--- config.mk ---
export PLATFORM = sky130hd
export DESIGN_NAME = ex_mem_stage_flat
export DESIGN_NICKNAME = d
export VERILOG_FILES = /design/src/rtl/ex_mem_stage_if.sv /design/src/rtl/ex_mem_stage.sv /design/src/flat_wrapper.sv
export SDC_FILE = /design/constraint.sdc
export NUM_CORES = 1
export LEC_CHECK = 0
export CORE_MARGIN = 5
export CORE_UTILIZATION = 49
export CTS_CLUSTER_SIZE = 24
export DETAILED_ROUTE_END_ITERATION = 16
export PLACE_DENSITY = 0.81
export RECOVER_POWER = 100
export SLEW_MARGIN = 20
export SYNTH_ARGS = -nofsm -noshare
export SYNTH_HDL_FRONTEND = slang
export SYNTH_SLANG_ARGS = --single-unit
--- constraint.sdc ---
create_clock -name clk -period 13.2 [get_ports clk]
set_clock_uncertainty 0.05 [all_clocks]
set_input_delay 2.64 -clock clk [delete_from_list [all_inputs] [get_ports clk]]
set_output_delay 2.64 -clock clk [all_outputs]
set_load 0.01 [all_outputs]
--- src/rtl/ex_mem_stage_if.sv ---
// ex_mem_stage_if: handshake and data bundle between execute, ex_mem_stage and memory/writeback
// Upstream side: flush, in_valid/in_ready, ALU result/zero, store data, pc, imm, rd and controls.
// Downstream side: out_valid/out_ready, head entry fields, and the branch redirect to fetch.
// slave is the stage itself; master is whoever drives the stage inputs.
interface ex_mem_stage_if #(
  parameter int XLEN = 64,
  parameter int RegAddrW = 5
);
  logic                flush;
  logic                in_valid;
  logic                in_ready;
  logic [XLEN-1:0]     alu_result;
  logic                alu_zero;
  logic [XLEN-1:0]     rs2_data;
  logic [XLEN-1:0]     pc;
  logic [XLEN-1:0]     imm;
  logic [RegAddrW-1:0] rd;
  logic                Branch;
  logic                BranchNe;
  logic                MemRead;
  logic                MemWrite;
  logic                RegWrite;
  logic                MemtoReg;
  logic                out_valid;
  logic                out_ready;
  logic [XLEN-1:0]     out_result;
  logic [XLEN-1:0]     out_store_data;
  logic [RegAddrW-1:0] out_rd;
  logic                out_MemRead;
  logic                out_MemWrite;
  logic                out_RegWrite;
  logic                out_MemtoReg;
  logic                branch_taken;
  logic [XLEN-1:0]     branch_target;
  modport slave (
    input  flush, in_valid, alu_result, alu_zero, rs2_data, pc, imm, rd,
           Branch, BranchNe, MemRead, MemWrite, RegWrite, MemtoReg, out_ready,
    output in_ready, out_valid, out_result, out_store_data, out_rd,
           out_MemRead, out_MemWrite, out_RegWrite, out_MemtoReg,
           branch_taken, branch_target
  );
  modport master (
    output flush, in_valid, alu_result, alu_zero, rs2_data, pc, imm, rd,
           Branch, BranchNe, MemRead, MemWrite, RegWrite, MemtoReg, out_ready,
    input  in_ready, out_valid, out_result, out_store_data, out_rd,
           out_MemRead, out_MemWrite, out_RegWrite, out_MemtoReg,
           branch_taken, branch_target
  );
endinterface

--- src/rtl/ex_mem_stage.sv ---
// ex_mem_stage: two-entry skid buffer between execute and memory with branch resolution
// Ports: clk (rising edge), reset (async, active-high), bus (ex_mem_stage_if.slave) carrying
// the upstream valid/ready entry, the downstream head entry and the one-cycle branch redirect.
module ex_mem_stage #(
  parameter int XLEN = 64,
  parameter int RegAddrW = 5
) (
  input logic clk,
  input logic reset,
  ex_mem_stage_if.slave bus
);
  typedef struct packed {
    logic [XLEN-1:0]     result;
    logic [XLEN-1:0]     store_data;
    logic [RegAddrW-1:0] rd;
    logic                mem_read;
    logic                mem_write;
    logic                reg_write;
    logic                mem_to_reg;
  } entry_t;
  typedef enum logic [1:0] {EMPTY, ONE, FULL} state_t;
  state_t          state_q, state_d;
  entry_t          head_q, head_d, skid_q, skid_d, in_e;
  logic            in_ready_q, in_ready_d;
  logic            taken_q, taken_d;
  logic [XLEN-1:0] target_q, target_d;
  logic            accept, pop;
  assign accept = bus.in_valid && in_ready_q;
  assign pop    = (state_q != EMPTY) && bus.out_ready;
  always_comb begin
    in_e = '{result: bus.alu_result, store_data: bus.rs2_data, rd: bus.rd,
             mem_read: bus.MemRead, mem_write: bus.MemWrite,
             reg_write: bus.RegWrite, mem_to_reg: bus.MemtoReg};
    state_d  = state_q;
    head_d   = head_q;
    skid_d   = skid_q;
    taken_d  = 1'b0;
    target_d = target_q;
    if (bus.flush) begin
      state_d = EMPTY;
    end else begin
      case (state_q)
        EMPTY: if (accept) begin
          head_d  = in_e;
          state_d = ONE;
        end
        ONE: if (accept && pop) begin
          head_d = in_e;
        end else if (accept) begin
          skid_d  = in_e;
          state_d = FULL;
        end else if (pop) begin
          state_d = EMPTY;
        end
        FULL: if (pop) begin
          head_d  = skid_q;
          state_d = ONE;
        end
        default: state_d = EMPTY;
      endcase
      taken_d  = accept && bus.Branch && (bus.alu_zero ^ bus.BranchNe);
      target_d = accept ? bus.pc + (bus.imm << 1) : target_q;
    end
    // in_ready is registered from the next state so it never depends on out_ready combinationally
    in_ready_d = state_d != FULL;
  end
  always_ff @(posedge clk or posedge reset) begin
    if (reset) begin
      state_q    <= EMPTY;
      head_q     <= '0;
      skid_q     <= '0;
      in_ready_q <= 1'b1;
      taken_q    <= 1'b0;
      target_q   <= '0;
    end else begin
      state_q    <= state_d;
      head_q     <= head_d;
      skid_q     <= skid_d;
      in_ready_q <= in_ready_d;
      taken_q    <= taken_d;
      target_q   <= target_d;
    end
  end
  assign bus.in_ready       = in_ready_q;
  assign bus.out_valid      = state_q != EMPTY;
  assign bus.out_result     = head_q.result;
  assign bus.out_store_data = head_q.store_data;
  assign bus.out_rd         = head_q.rd;
  assign bus.out_MemRead    = head_q.mem_read;
  assign bus.out_MemWrite   = head_q.mem_write;
  assign bus.out_RegWrite   = head_q.reg_write;
  assign bus.out_MemtoReg   = head_q.mem_to_reg;
  assign bus.branch_taken   = taken_q;
  assign bus.branch_target  = target_q;
endmodule

--- src/flat_wrapper.sv ---
// flat-port wrapper written by rule: the top's interface ports become plain ports
module ex_mem_stage_flat 
#(
  parameter int XLEN = 64,
  parameter int RegAddrW = 5
)
  (clk, reset, bus_flush, bus_in_valid, bus_alu_result, bus_alu_zero, bus_rs2_data, bus_pc, bus_imm, bus_rd, bus_Branch, bus_BranchNe, bus_MemRead, bus_MemWrite, bus_RegWrite, bus_MemtoReg, bus_out_ready, bus_in_ready, bus_out_valid, bus_out_result, bus_out_store_data, bus_out_rd, bus_out_MemRead, bus_out_MemWrite, bus_out_RegWrite, bus_out_MemtoReg, bus_branch_taken, bus_branch_target);
  ex_mem_stage_if #(.XLEN(XLEN), .RegAddrW(RegAddrW)) bus_i ();
  input logic clk;
  input logic reset;
  input wire logic [$bits(bus_i.flush)-1:0] bus_flush;
  input wire logic [$bits(bus_i.in_valid)-1:0] bus_in_valid;
  input wire logic [$bits(bus_i.alu_result)-1:0] bus_alu_result;
  input wire logic [$bits(bus_i.alu_zero)-1:0] bus_alu_zero;
  input wire logic [$bits(bus_i.rs2_data)-1:0] bus_rs2_data;
  input wire logic [$bits(bus_i.pc)-1:0] bus_pc;
  input wire logic [$bits(bus_i.imm)-1:0] bus_imm;
  input wire logic [$bits(bus_i.rd)-1:0] bus_rd;
  input wire logic [$bits(bus_i.Branch)-1:0] bus_Branch;
  input wire logic [$bits(bus_i.BranchNe)-1:0] bus_BranchNe;
  input wire logic [$bits(bus_i.MemRead)-1:0] bus_MemRead;
  input wire logic [$bits(bus_i.MemWrite)-1:0] bus_MemWrite;
  input wire logic [$bits(bus_i.RegWrite)-1:0] bus_RegWrite;
  input wire logic [$bits(bus_i.MemtoReg)-1:0] bus_MemtoReg;
  input wire logic [$bits(bus_i.out_ready)-1:0] bus_out_ready;
  output wire logic [$bits(bus_i.in_ready)-1:0] bus_in_ready;
  output wire logic [$bits(bus_i.out_valid)-1:0] bus_out_valid;
  output wire logic [$bits(bus_i.out_result)-1:0] bus_out_result;
  output wire logic [$bits(bus_i.out_store_data)-1:0] bus_out_store_data;
  output wire logic [$bits(bus_i.out_rd)-1:0] bus_out_rd;
  output wire logic [$bits(bus_i.out_MemRead)-1:0] bus_out_MemRead;
  output wire logic [$bits(bus_i.out_MemWrite)-1:0] bus_out_MemWrite;
  output wire logic [$bits(bus_i.out_RegWrite)-1:0] bus_out_RegWrite;
  output wire logic [$bits(bus_i.out_MemtoReg)-1:0] bus_out_MemtoReg;
  output wire logic [$bits(bus_i.branch_taken)-1:0] bus_branch_taken;
  output wire logic [$bits(bus_i.branch_target)-1:0] bus_branch_target;
  assign bus_i.flush = bus_flush;
  assign bus_i.in_valid = bus_in_valid;
  assign bus_i.alu_result = bus_alu_result;
  assign bus_i.alu_zero = bus_alu_zero;
  assign bus_i.rs2_data = bus_rs2_data;
  assign bus_i.pc = bus_pc;
  assign bus_i.imm = bus_imm;
  assign bus_i.rd = bus_rd;
  assign bus_i.Branch = bus_Branch;
  assign bus_i.BranchNe = bus_BranchNe;
  assign bus_i.MemRead = bus_MemRead;
  assign bus_i.MemWrite = bus_MemWrite;
  assign bus_i.RegWrite = bus_RegWrite;
  assign bus_i.MemtoReg = bus_MemtoReg;
  assign bus_i.out_ready = bus_out_ready;
  assign bus_in_ready = bus_i.in_ready;
  assign bus_out_valid = bus_i.out_valid;
  assign bus_out_result = bus_i.out_result;
  assign bus_out_store_data = bus_i.out_store_data;
  assign bus_out_rd = bus_i.out_rd;
  assign bus_out_MemRead = bus_i.out_MemRead;
  assign bus_out_MemWrite = bus_i.out_MemWrite;
  assign bus_out_RegWrite = bus_i.out_RegWrite;
  assign bus_out_MemtoReg = bus_i.out_MemtoReg;
  assign bus_branch_taken = bus_i.branch_taken;
  assign bus_branch_target = bus_i.branch_target;
  ex_mem_stage #(.XLEN(XLEN), .RegAddrW(RegAddrW)) u_core (.clk(clk), .reset(reset), .bus(bus_i));
endmodule
==> impl_metrics.env <==
export IMPL_pin_count=477
export IMPL_critPathCaptureType="flip-flop"
export IMPL_synth_top_family_by_area="simple AND/OR/NAND/NOR gates"
export IMPL_core_area_um2=34600
export IMPL_ys_ff_latch=342
export IMPL_ir_drop_mv=0.111
export IMPL_routed_via_density=5.64
export IMPL_cts_hold_buf=0
export IMPL_leakagePower_nw=10.2
export IMPL_chipHeight_um=197
export IMPL_area_growth_pct=36.9
export IMPL_finalHoldViolCount=0
export IMPL_syn_avg_cell_area_um2=9.59
export IMPL_overflow=0
export IMPL_synthMuxAreaShare=0.0920
export IMPL_cts_buffers=38
export IMPL_powerDensity_nw_per_um2=146
export IMPL_hpwlAfterDp_mm=38.7
export IMPL_synth_top_flop_cell="dfrtp_1"
export IMPL_grt_max_degree=128
export IMPL_path_class="in -> reg"
export IMPL_tightestPinTransition_ps=4840
export IMPL_slew_viol_final=428
export IMPL_gr_usage_all_layers=0.264
export IMPL_synthAdderAreaFrac=0.0462
export IMPL_routed_wl_mm=53.6
export IMPL_vias=15271
export IMPL_crit_fanout=127
export IMPL_placement_rows=68
export IMPL_seq_area_frac_synth=0.497
export IMPL_slowest_delay_ps=3390
export IMPL_start_util=0.497
export IMPL_dp_slack_ps=6380
export IMPL_ys_types=68
export IMPL_dieArea_um2=39000
export IMPL_failed_checks="capacitance limit, slew limit"
export IMPL_yosys_top_cells_count="nand2_1 (389), dfrtp_1 (341), nor2_1 (173)"
export IMPL_dr_first_iter_drc_count=932
export IMPL_cts_buffer_depth=3
export IMPL_cts_reportedPaths_clkPinSlew_ps=60
export IMPL_setup_viol=0
export IMPL_relSlewSlack=-2.23
export IMPL_syn_nets=2131
export IMPL_routedWlPerCell_um=19.8
export IMPL_fin_setup_tns_ps=0
export IMPL_status="finished with violations"
export IMPL_start_kind="primary input"
export IMPL_finalCritPeriodShare=0.691
export IMPL_postSynth_asyncResetShare=1.00
export IMPL_crit_required_ps=13550
export IMPL_grt_first_pass_wirelength_mm=83.3
export IMPL_route_detailed_drc=0
export IMPL_synth_compound_area_frac=0.151
export IMPL_maxCapViolCount=6
export IMPL_cts_resized=0
export IMPL_ys_top_cells_by_area="dfrtp_1 (50%), mux2_2 (9.0%), nand2_1 (8.5%)"
export IMPL_cp_data_arrival_time_ps=9480
export IMPL_path_cells="dlygate4sd3_1, nand2_1, or2_2, clkbuf_1, or4b_4, buf_4, mux2_2"
export IMPL_synthSimpleGateAreaFrac=0.157
export IMPL_rsz0062_at_grt="no"
export IMPL_cts_root_buf="clkbuf_16"
export IMPL_htreeDepth=2
export IMPL_insertion_delay_ps=530
export IMPL_cts_setup_buffers=0
export IMPL_gp_congestion=0.941
export IMPL_cts_tree="yes"
export IMPL_ys_warn_count=0
export IMPL_synth_area_um2=17200
export IMPL_cp_top_family="buffers and inverters"
export IMPL_synth_top_area_frac=0.496
export IMPL_fp_dieW_um=197
export IMPL_synth_xor_area_frac=0.0275
export IMPL_grt_pass1_vias=15511
export IMPL_hp_class="reg -> reg"
export IMPL_io_buffer_count=475
export IMPL_period_needed_ps=9130
export IMPL_postRouteAntennaNets=0
export IMPL_yosysMostFrequentCell="nand2_1"
export IMPL_cpMaxStageDelayCell="clkbuf_1"
export IMPL_drive_above_1_share=0.102
export IMPL_antenna_found_initial=12
export IMPL_clock_sinks=342
export IMPL_synth_edf_count=0
export IMPL_first_pass_iters=8
export IMPL_nNetsFinal=2547
export IMPL_syn_inst=1795
export IMPL_fin_ws_ps=4070
export IMPL_cp_num_buf_inv=3
export IMPL_n_fill_cell=2602
export IMPL_clock_fmax_ghz=0.110
export IMPL_yosysTopAreaCell="dfrtp_1"
flip-flops by register name (all words and copies together), names as in the netlist, 2 cells and up:
register,cells
u_core.bus.branch_target,64
u_core.skid_q,137
u_core.bus.out_rd,5
u_core.bus.out_result,64
u_core.state_q,2
u_core.bus.out_store_data,64
layout by cell type, fill, tap and decap left out, drive strengths merged, types with 4 or more instances in the layout:
cell type | Yosys | final
nor4 | 4 | 4
buf | 13 | 9
o21a | 9 | 9
nand2 | 390 | 390
a21o | 36 | 36
o21ai | 87 | 87
xor2 | 24 | 24
dlygate4sd3 | 0 | 207
a31oi | 147 | 147
nand2b | 7 | 7
a221oi | 4 | 4
a211oi | 10 | 10
o21bai | 11 | 11
nor2b | 7 | 7
and3 | 11 | 11
ha | 62 | 62
o211ai | 6 | 6
xnor2 | 30 | 30
nor3 | 12 | 12
nand3 | 17 | 17
mux2 | 138 | 138
inv | 17 | 19
clkdlybuf4s50 | 0 | 268
a21oi | 69 | 69
dfrtp | 341 | 341
nand4 | 18 | 18
diode | 0 | 11
clkbuf | 100 | 66
o31ai | 9 | 9
nor2 | 173 | 173
and2 | 6 | 6
worst paths after layout:
path / start / end / slack (ps) / cells after the start
setup / recovery: bus_in_valid / u_core.skid_q[125]$_DFFE_PP0P_ / 4070 / 7
hold / removal: u_core.bus.branch_target[51]$_DFFE_PP0P_ / u_core.bus.branch_target[51]$_DFFE_PP0P_ / 410 / 2
setup reg to reg: u_core.bus.in_ready$_DFF_PP1_ / u_core.skid_q[125]$_DFFE_PP0P_ / 6390 / 6
hold reg to reg: u_core.bus.branch_target[51]$_DFFE_PP0P_ / u_core.bus.branch_target[51]$_DFFE_PP0P_ / 410 / 2
max in group asynchronous: reset / u_core.bus.out_store_data[59]$_DFFE_PP0P_ / 4860 / 4
min in group asynchronous: reset / u_core.bus.out_result[0]$_DFFE_PP0P_ / 3820 / 2
layer usage:
layer	up-vias	global-route usage	routed length, um
li1	7129	-	-
met2	599	0.444	26000
met1	7408	0.315	20500
met5	-	0	21
met3	131	0.0791	4680
met4	4	0.118	2370
layout make-up:
cell class                 instances  area (um2)  area share
clock buffer                      61        1160      0.0492
antenna                           11        27.5     0.00117
multi-input combinational       1323        8160       0.346
sequential                       342        8560       0.363
inverter                          17        65.1     0.00276
timing repair buffer             489        4880       0.207
clock inverter                     8         140     0.00595
tap                              455         569      0.0242
per-stage QoR:
step | area [um2] | utilization | power, W | hold slack (ps) | instances
3_5_place_dp | 22200 | 0.642 | 0.00242 | 416 | 2625
3_3_place_gp | 22200 | 0.642 | 0.00237 | 403 | 2624
4_1_cts | 23500 | 0.680 | 0.00352 | 429 | 2694
5_1_grt | 23600 | 0.680 | 0.00362 | 451 | 2705
2_1_floorplan | 17200 | - | 0.00191 | 429 | 1795
6_report | 23600 | 0.680 | 0.00345 | 415 | 2706
kinds of logic (layout without fill, tap and decap cells):
| logic type | Yosys count | in the layout |
|---|---|---|
| buf+inv | 130 | 575 |
| mux | 141 | 141 |
| compound gates | 407 | 407 |
| simple gates | 658 | 658 |
| other cells | 0 | 11 |
| fa+ha+maj | 63 | 63 |
| flops | 342 | 342 |
| xor+xnor | 54 | 54 |
worst min-delay path: stages, from the launching register on:
cell and delay [ps]:
dfrtp_1 330, nand2_1 50, o31ai_1 50
where the power goes:
group          leakage [nW]  switching [W]  internal [W]
clock                 0.632       0.000429      0.000664
sequential             4.04       0.000136       0.00131
combinational          5.52       0.000437      0.000475
No activity file was read; power rests on OpenSTA's default activity.
==> edit 1: new RTL, same settings <==
`RegAddrW` is set to 5 in 3 places; all go to 6.
--- a/src/rtl/ex_mem_stage_if.sv
+++ b/src/rtl/ex_mem_stage_if.sv
@@ -6,3 +6,3 @@
   parameter int XLEN = 64,
-  parameter int RegAddrW = 5
+  parameter int RegAddrW = 6
 );
--- a/src/rtl/ex_mem_stage.sv
+++ b/src/rtl/ex_mem_stage.sv
@@ -5,3 +5,3 @@
   parameter int XLEN = 64,
-  parameter int RegAddrW = 5
+  parameter int RegAddrW = 6
 ) (
--- a/src/flat_wrapper.sv
+++ b/src/flat_wrapper.sv
@@ -4,3 +4,3 @@
   parameter int XLEN = 64,
-  parameter int RegAddrW = 5
+  parameter int RegAddrW = 6
 )
Ports: changed (resized bus_out_rd and bus_rd); port bits go from 477 to 479. The function was not compared with the original's and may differ.
==> edit 1 against the unedited design <==
The flow still finishes with violations (max-capacitance violations, max-slew violations); cell area increased by 0.92%; routed wire length increased by 3.4%; count of clock-buffer cells in the layout unchanged; area after synthesis increased by 1.2%; sequential cell count increased by 2; combinational power increased by 2.3%; setup slack improved by 0.087 ns; non-clock buffer count decreased by 2; power increased by 1.5%; fmax increased by 0.96%.
==> edit 1: results (changes against the unedited design) <==
- Worst vdd ir: 0.105 mV (-5.5%)
* Max FFs per register: 138 (+0.73%)
* Pin count of the biggest net entering global routing: 245 (+91%)
- Worst EP arrival: 9.16 ns (-0.32 ns)
* Max_cap viols: 6 (unchanged)
- The detailed-route via count came to 15641 (+2.4%).
- The slowest stage of the critical path belongs to the cell clkbuf_2.
* Global-route wire length before repair: 86200 µm (+3.4%)
* Number of buffers inserted during clock tree synthesis: 39 (+2.6%)
- The worst slew slack as a fraction of its limit is -2.57 (-0.339).
- GP Congestion: 0.945 (+0.35%)
- The total half-perimeter wirelength after legalization and detailed placement came to 40000 µm (+3.2%).
- The iteration-0 DRC count of the detailed router came to 880 (-5.6%).
- The count of pins over their slew limit was 594 (+39%).
- Warnings, synthesis: 0 (unchanged)
- Slowest cell delay on critical path: 3.35 ns (-0.04 ns)
- The final net count was 2591 (+1.7%).
* GR Util All Layers: 0.273 (+0.00863)
* Initial antenna violation count: 13 (+1)
* Layout cells sized above 1: 0.104 (+0.00193)
- The cell sitting at the root of the clock tree is a clkbuf_16.
- The number of buffers added on ports is 477 (+0.42%).
- Violated checks: max-capacitance violations, max-slew violations
- The average detailed-routed wire length per instance was 20.1 µm (+1.6%).
- In the post-synthesis netlist, the biggest area contributors are dfrtp_1, mux2_2, nand2_1.
- The flow ran to the end, but the final reports show violations.
* Share of the yosys chip area belonging to registers: 0.494 (-0.00280)
- The net switching power of the design was 1.02 mW (+2.3%).
[edit 1: changes by cell type after synthesis, moves of 6 or more]
cell,delta
nor2_1,+15
a21oi_1,+14
nand2_1,+22
o21ai_1,+6
buf_2,+9
a21o_1,-14
nand4_1,-7
clkbuf_1,-17
xor2_1,+8
[edit 1: routing by layer]
metal	global-route usage	wire length, µm
met5	0	96
met4	0.0940	1980
met3	0.0754	4950
met2	0.468	27000
met1	0.334	21400
[edit 1: power by group through the flow]
stage	clock network (mW)	logic (mW)	registers, mW
CTS	1.14	0.984	1.45
global route	1.18	1.02	1.48
floorplan	0	0.431	1.50
finish	1.11	0.933	1.45
global placement	0	0.952	1.45
detailed placement	0	0.976	1.47
[edit 1: area by class of cell]
type | count | area, µm²
fillers | 2662 | 11500
flip-flops and latches | 344 | 8610
multi-input cells | 1368 | 8340
repair buffers | 487 | 4850
clock buffers | 61 | 1180
well taps | 461 | 577
clock inverters | 11 | 158
inverters | 14 | 53.8
diodes | 7 | 17.5
[edit 1: cell families after synthesis]
kind of cell,after synthesis,share of synthesized area
AOI/OAI and AO/OA,416,0.150
xor gates and xnor gates,58,0.0292
adders and majority gates,63,0.0457
buffers and inverters,120,0.0272
DFF,344,0.494
muxes,138,0.0892
and+or+nand+nor,693,0.164
[edit 1: worst paths after layout]
check	slack, ns	from	to
max	4.16	bus_out_ready	u_core.bus.out_store_data[13]
min	0.42	u_core.bus.branch_target[15]	u_core.bus.branch_target[15]
max reg2reg	6.40	u_core.bus.in_ready	u_core.bus.out_store_data[13]
min reg2reg	0.42	u_core.bus.branch_target[15]	u_core.bus.branch_target[15]
max in group asynchronous	5.99	reset	u_core.bus.out_result[33]
min in group asynchronous	4.18	reset	u_core.bus.branch_target[41]
[edit 1: stage by stage]
stage | instance area (µm²) | instances
2_1_floorplan | 17400 | 1832
3_3_place_gp | 22500 | 2674
3_5_place_dp | 22500 | 2674
4_1_cts | 23800 | 2746
5_1_grt | 23800 | 2750
6_report | 23800 | 2753
[edit 1: worst min-delay path, delay by kind of cell (launching register included)]
kind | cells | cell delay (ns)
flip-flops | 1 | 0.33
AO/OA/AOI/OAI | 1 | 0.06
AND/OR/NAND/NOR | 1 | 0.04
==> edit 2: new RTL, same settings <==
Without the edit above. Reset style: synchronous (`reset`), changed in one clocked block. Comments in the files are not updated.
--- a/src/rtl/ex_mem_stage.sv
+++ b/src/rtl/ex_mem_stage.sv
@@ -66,3 +66,3 @@
   end
-  always_ff @(posedge clk or posedge reset) begin
+  always_ff @(posedge clk) begin
     if (reset) begin
Function: not settled (the Yosys comparison gave no result); the edit may change what the design does.
==> edit 2 against the unedited design <==
The flow still finishes with violations (max-capacitance violations, max-slew violations); sequential cell count unchanged; routed wire length increased by 3.4%; largest cell class is now multi-input gates; sequential share of layout area decreased by 6.0 points; cell area decreased by 4.1%; critical endpoint is now u_core.skid_q[122]; area after synthesis decreased by 3.6%; die area decreased by 3.4%; critical path type unchanged; power decreased by 20%; non-clock buffer count decreased by 2; setup slack improved by 1.5 ns; highest routed layer unchanged; register-to-register slack improved by 1.5 ns.
==> edit 2: results (changes against the unedited design) <==
- Setup Slack @ Placement: 6.81 ns (+0.421 ns)
* Ranking of synthesized cells by instance count: nand2_1, dfxtp_1, a21oi_1
- The adder and majority gate portion of the synthesized area came to 0.0480 (+0.00174).
- R2R Path Start: u_core.state_q[1]
* Async SR Flop Fraction: 0 (-1.00)
- The maximum fanout encountered on the critical timing path was 100 (-21%).
- The switching portion of total power was 0.265 (-0.0256).
- Worst Max-Slew Pin Slew: 4.89 ns (+0.0435 ns)
- Layout cells sized above 1: 0.0404 (-0.0614)
- Proportion of final cell area spent on non-clock buffers: 0.216 (+0.00852)
- In this run the critical register-to-register path is captured at u_core.bus.out_store_data[41].
- Number of iterations in the first detailed-routing pass: 5 (-3)
- Filler cell count: 2687 (+3.3%)
* Final-layout clock-cell area share: 0.0589 (+0.00377)
- The post-synthesis cell count is 2173 (+21%).
- The synthesized-area fraction occupied by xor and xnor cells was 0.0285 (+0.00103).
- Number of slew-limit violations in the final report: 288 (-33%)
- The iteration-0 DRC count of the detailed router is 1158 (+24%).
* Vias/cell: 5.66 (+0.26%)
- Final-stage net count: 2860 (+12%)
- Depth of the most critical reg-to-reg path: 7 (+1)
- The worst-case register-to-register setup slack was 7.85 ns (+1.46 ns).
- The stage delay of the slowest cell on the critical path is 3.44 ns (+0.05 ns).
- Status: complete, but fails checks
- The number of non-clock inverters is 8 (-9).
* Global-route wire length before repair: 85700 µm (+2.9%)
- Sorting the synthesized cells by area gives the leading types as dfxtp_1, nand2_1, a21oi_1.
* Hold Worst Slack: 0.396 ns (-0.0182 ns)
- The count of maximum capacitance violations came to 4 (-2).
- The maximum frequency from static timing analysis was 131 MHz (+19%).
- Cell Area, Placed: 21300 µm² (-4.5%)
- The synthesized net count came to 2509 (+18%).
- The average detailed-routed wire length per instance was 18.4 µm (-7.1%).
- Area occupied by multi-input gates: 8910 µm² (+9.2%)
- Mux contribution to synthesized area: 0.00128 (-0.0907)
- Post-Layout Cell Count: 3012 (+11%)
- The sequential cell area is 6850 µm² (-20%).
- Multi-input gate share of the layout cell area: 0.395 (+0.0483)
- The non-clock buffer instance count of the final layout is 487 (-0.41%).
- The worst-case vdd ir drop was 0.0959 mV (-13%).
- Number of well taps: 448 (-1.5%)
- The number of distinct standard cells referenced by the synthesized netlist came to 73 (+7.4%).
- Share of the yosys chip area belonging to registers: 0.413 (-0.0846)
- Initial antenna violation count: 16 (+4)
- The final reports fail on max-capacitance violations, max-slew violations.
- Ant diodes: 13 (+2)
- GR Util All Layers: 0.271 (+0.00659)
- The total half-perimeter wirelength after legalization and detailed placement was 38100 µm (-1.7%).
- Worst EP arrival: 8.05 ns (-1.43 ns)
- Leak pwr: 8.84 nW (-13%)
- Critical hold path startpoint: u_core.bus.branch_target[56]
* GP Congestion: 0.932 (-0.99%)
- The number of global-route vias before repair came to 16367 (+5.5%).
[edit 2: changes by cell type after synthesis, sizes merged, moves of 51 or more]
cell / unedited run / this run
dfxtp: 0 / 342
dfrtp: 341 / 0
nand2: 390 / 699
a21oi: 69 / 251
a311oi: 2 / 139
mux2: 138 / 1
a31oi: 147 / 11
clkbuf: 100 / 159
o21ai: 87 / 36
[edit 2: cell families after synthesis]
kind of cell / after synthesis
AO/OA/AOI/OAI: 550
XOR/XNOR: 54
adder cells (fa/ha/maj): 63
buffers and inverters: 184
flip-flops: 342
multiplexers: 2
AND/OR/NAND/NOR: 978
[edit 2: worst max path at each step]
| stage | to | startpoint | depth (start not counted) |
|---|---|---|---|
| after global routing | u_core.skid_q[116] | bus_out_ready | 6 |
| final | u_core.skid_q[122] | bus_out_ready | 6 |
| after CTS | u_core.bus.branch_target[57] | bus_imm[0] | 13 |
| after floorplan | u_core.bus.branch_target[57] | bus_imm[0] | 12 |
| after global placement | u_core.bus.branch_target[57] | bus_imm[0] | 13 |
| after detailed placement | u_core.bus.branch_target[57] | bus_imm[0] | 13 |
[edit 2: power by group through the flow]
| stage | combinational, mW | sequential, mW | clock (mW) |
|---|---|---|---|
| 5_1_grt | 0.557 | 1.11 | 1.18 |
| 3_3_place_gp | 0.514 | 1.13 | 0 |
| 2_1_floorplan | 0.262 | 1.15 | 0 |
| 3_5_place_dp | 0.523 | 1.13 | 0 |
| 4_1_cts | 0.528 | 1.11 | 1.14 |
| 6_report | 0.516 | 1.11 | 1.12 |
[edit 2: layer usage]
metal / track usage / vias to the layer above / part of all wire
met2: 0.451 / 645 / 0.48
met1: 0.321 / 7987 / 0.39
li1: - / 8232 / -
met5: 0 / - / 0.00087
met3: 0.0657 / 172 / 0.076
met4: 0.153 / 6 / 0.057
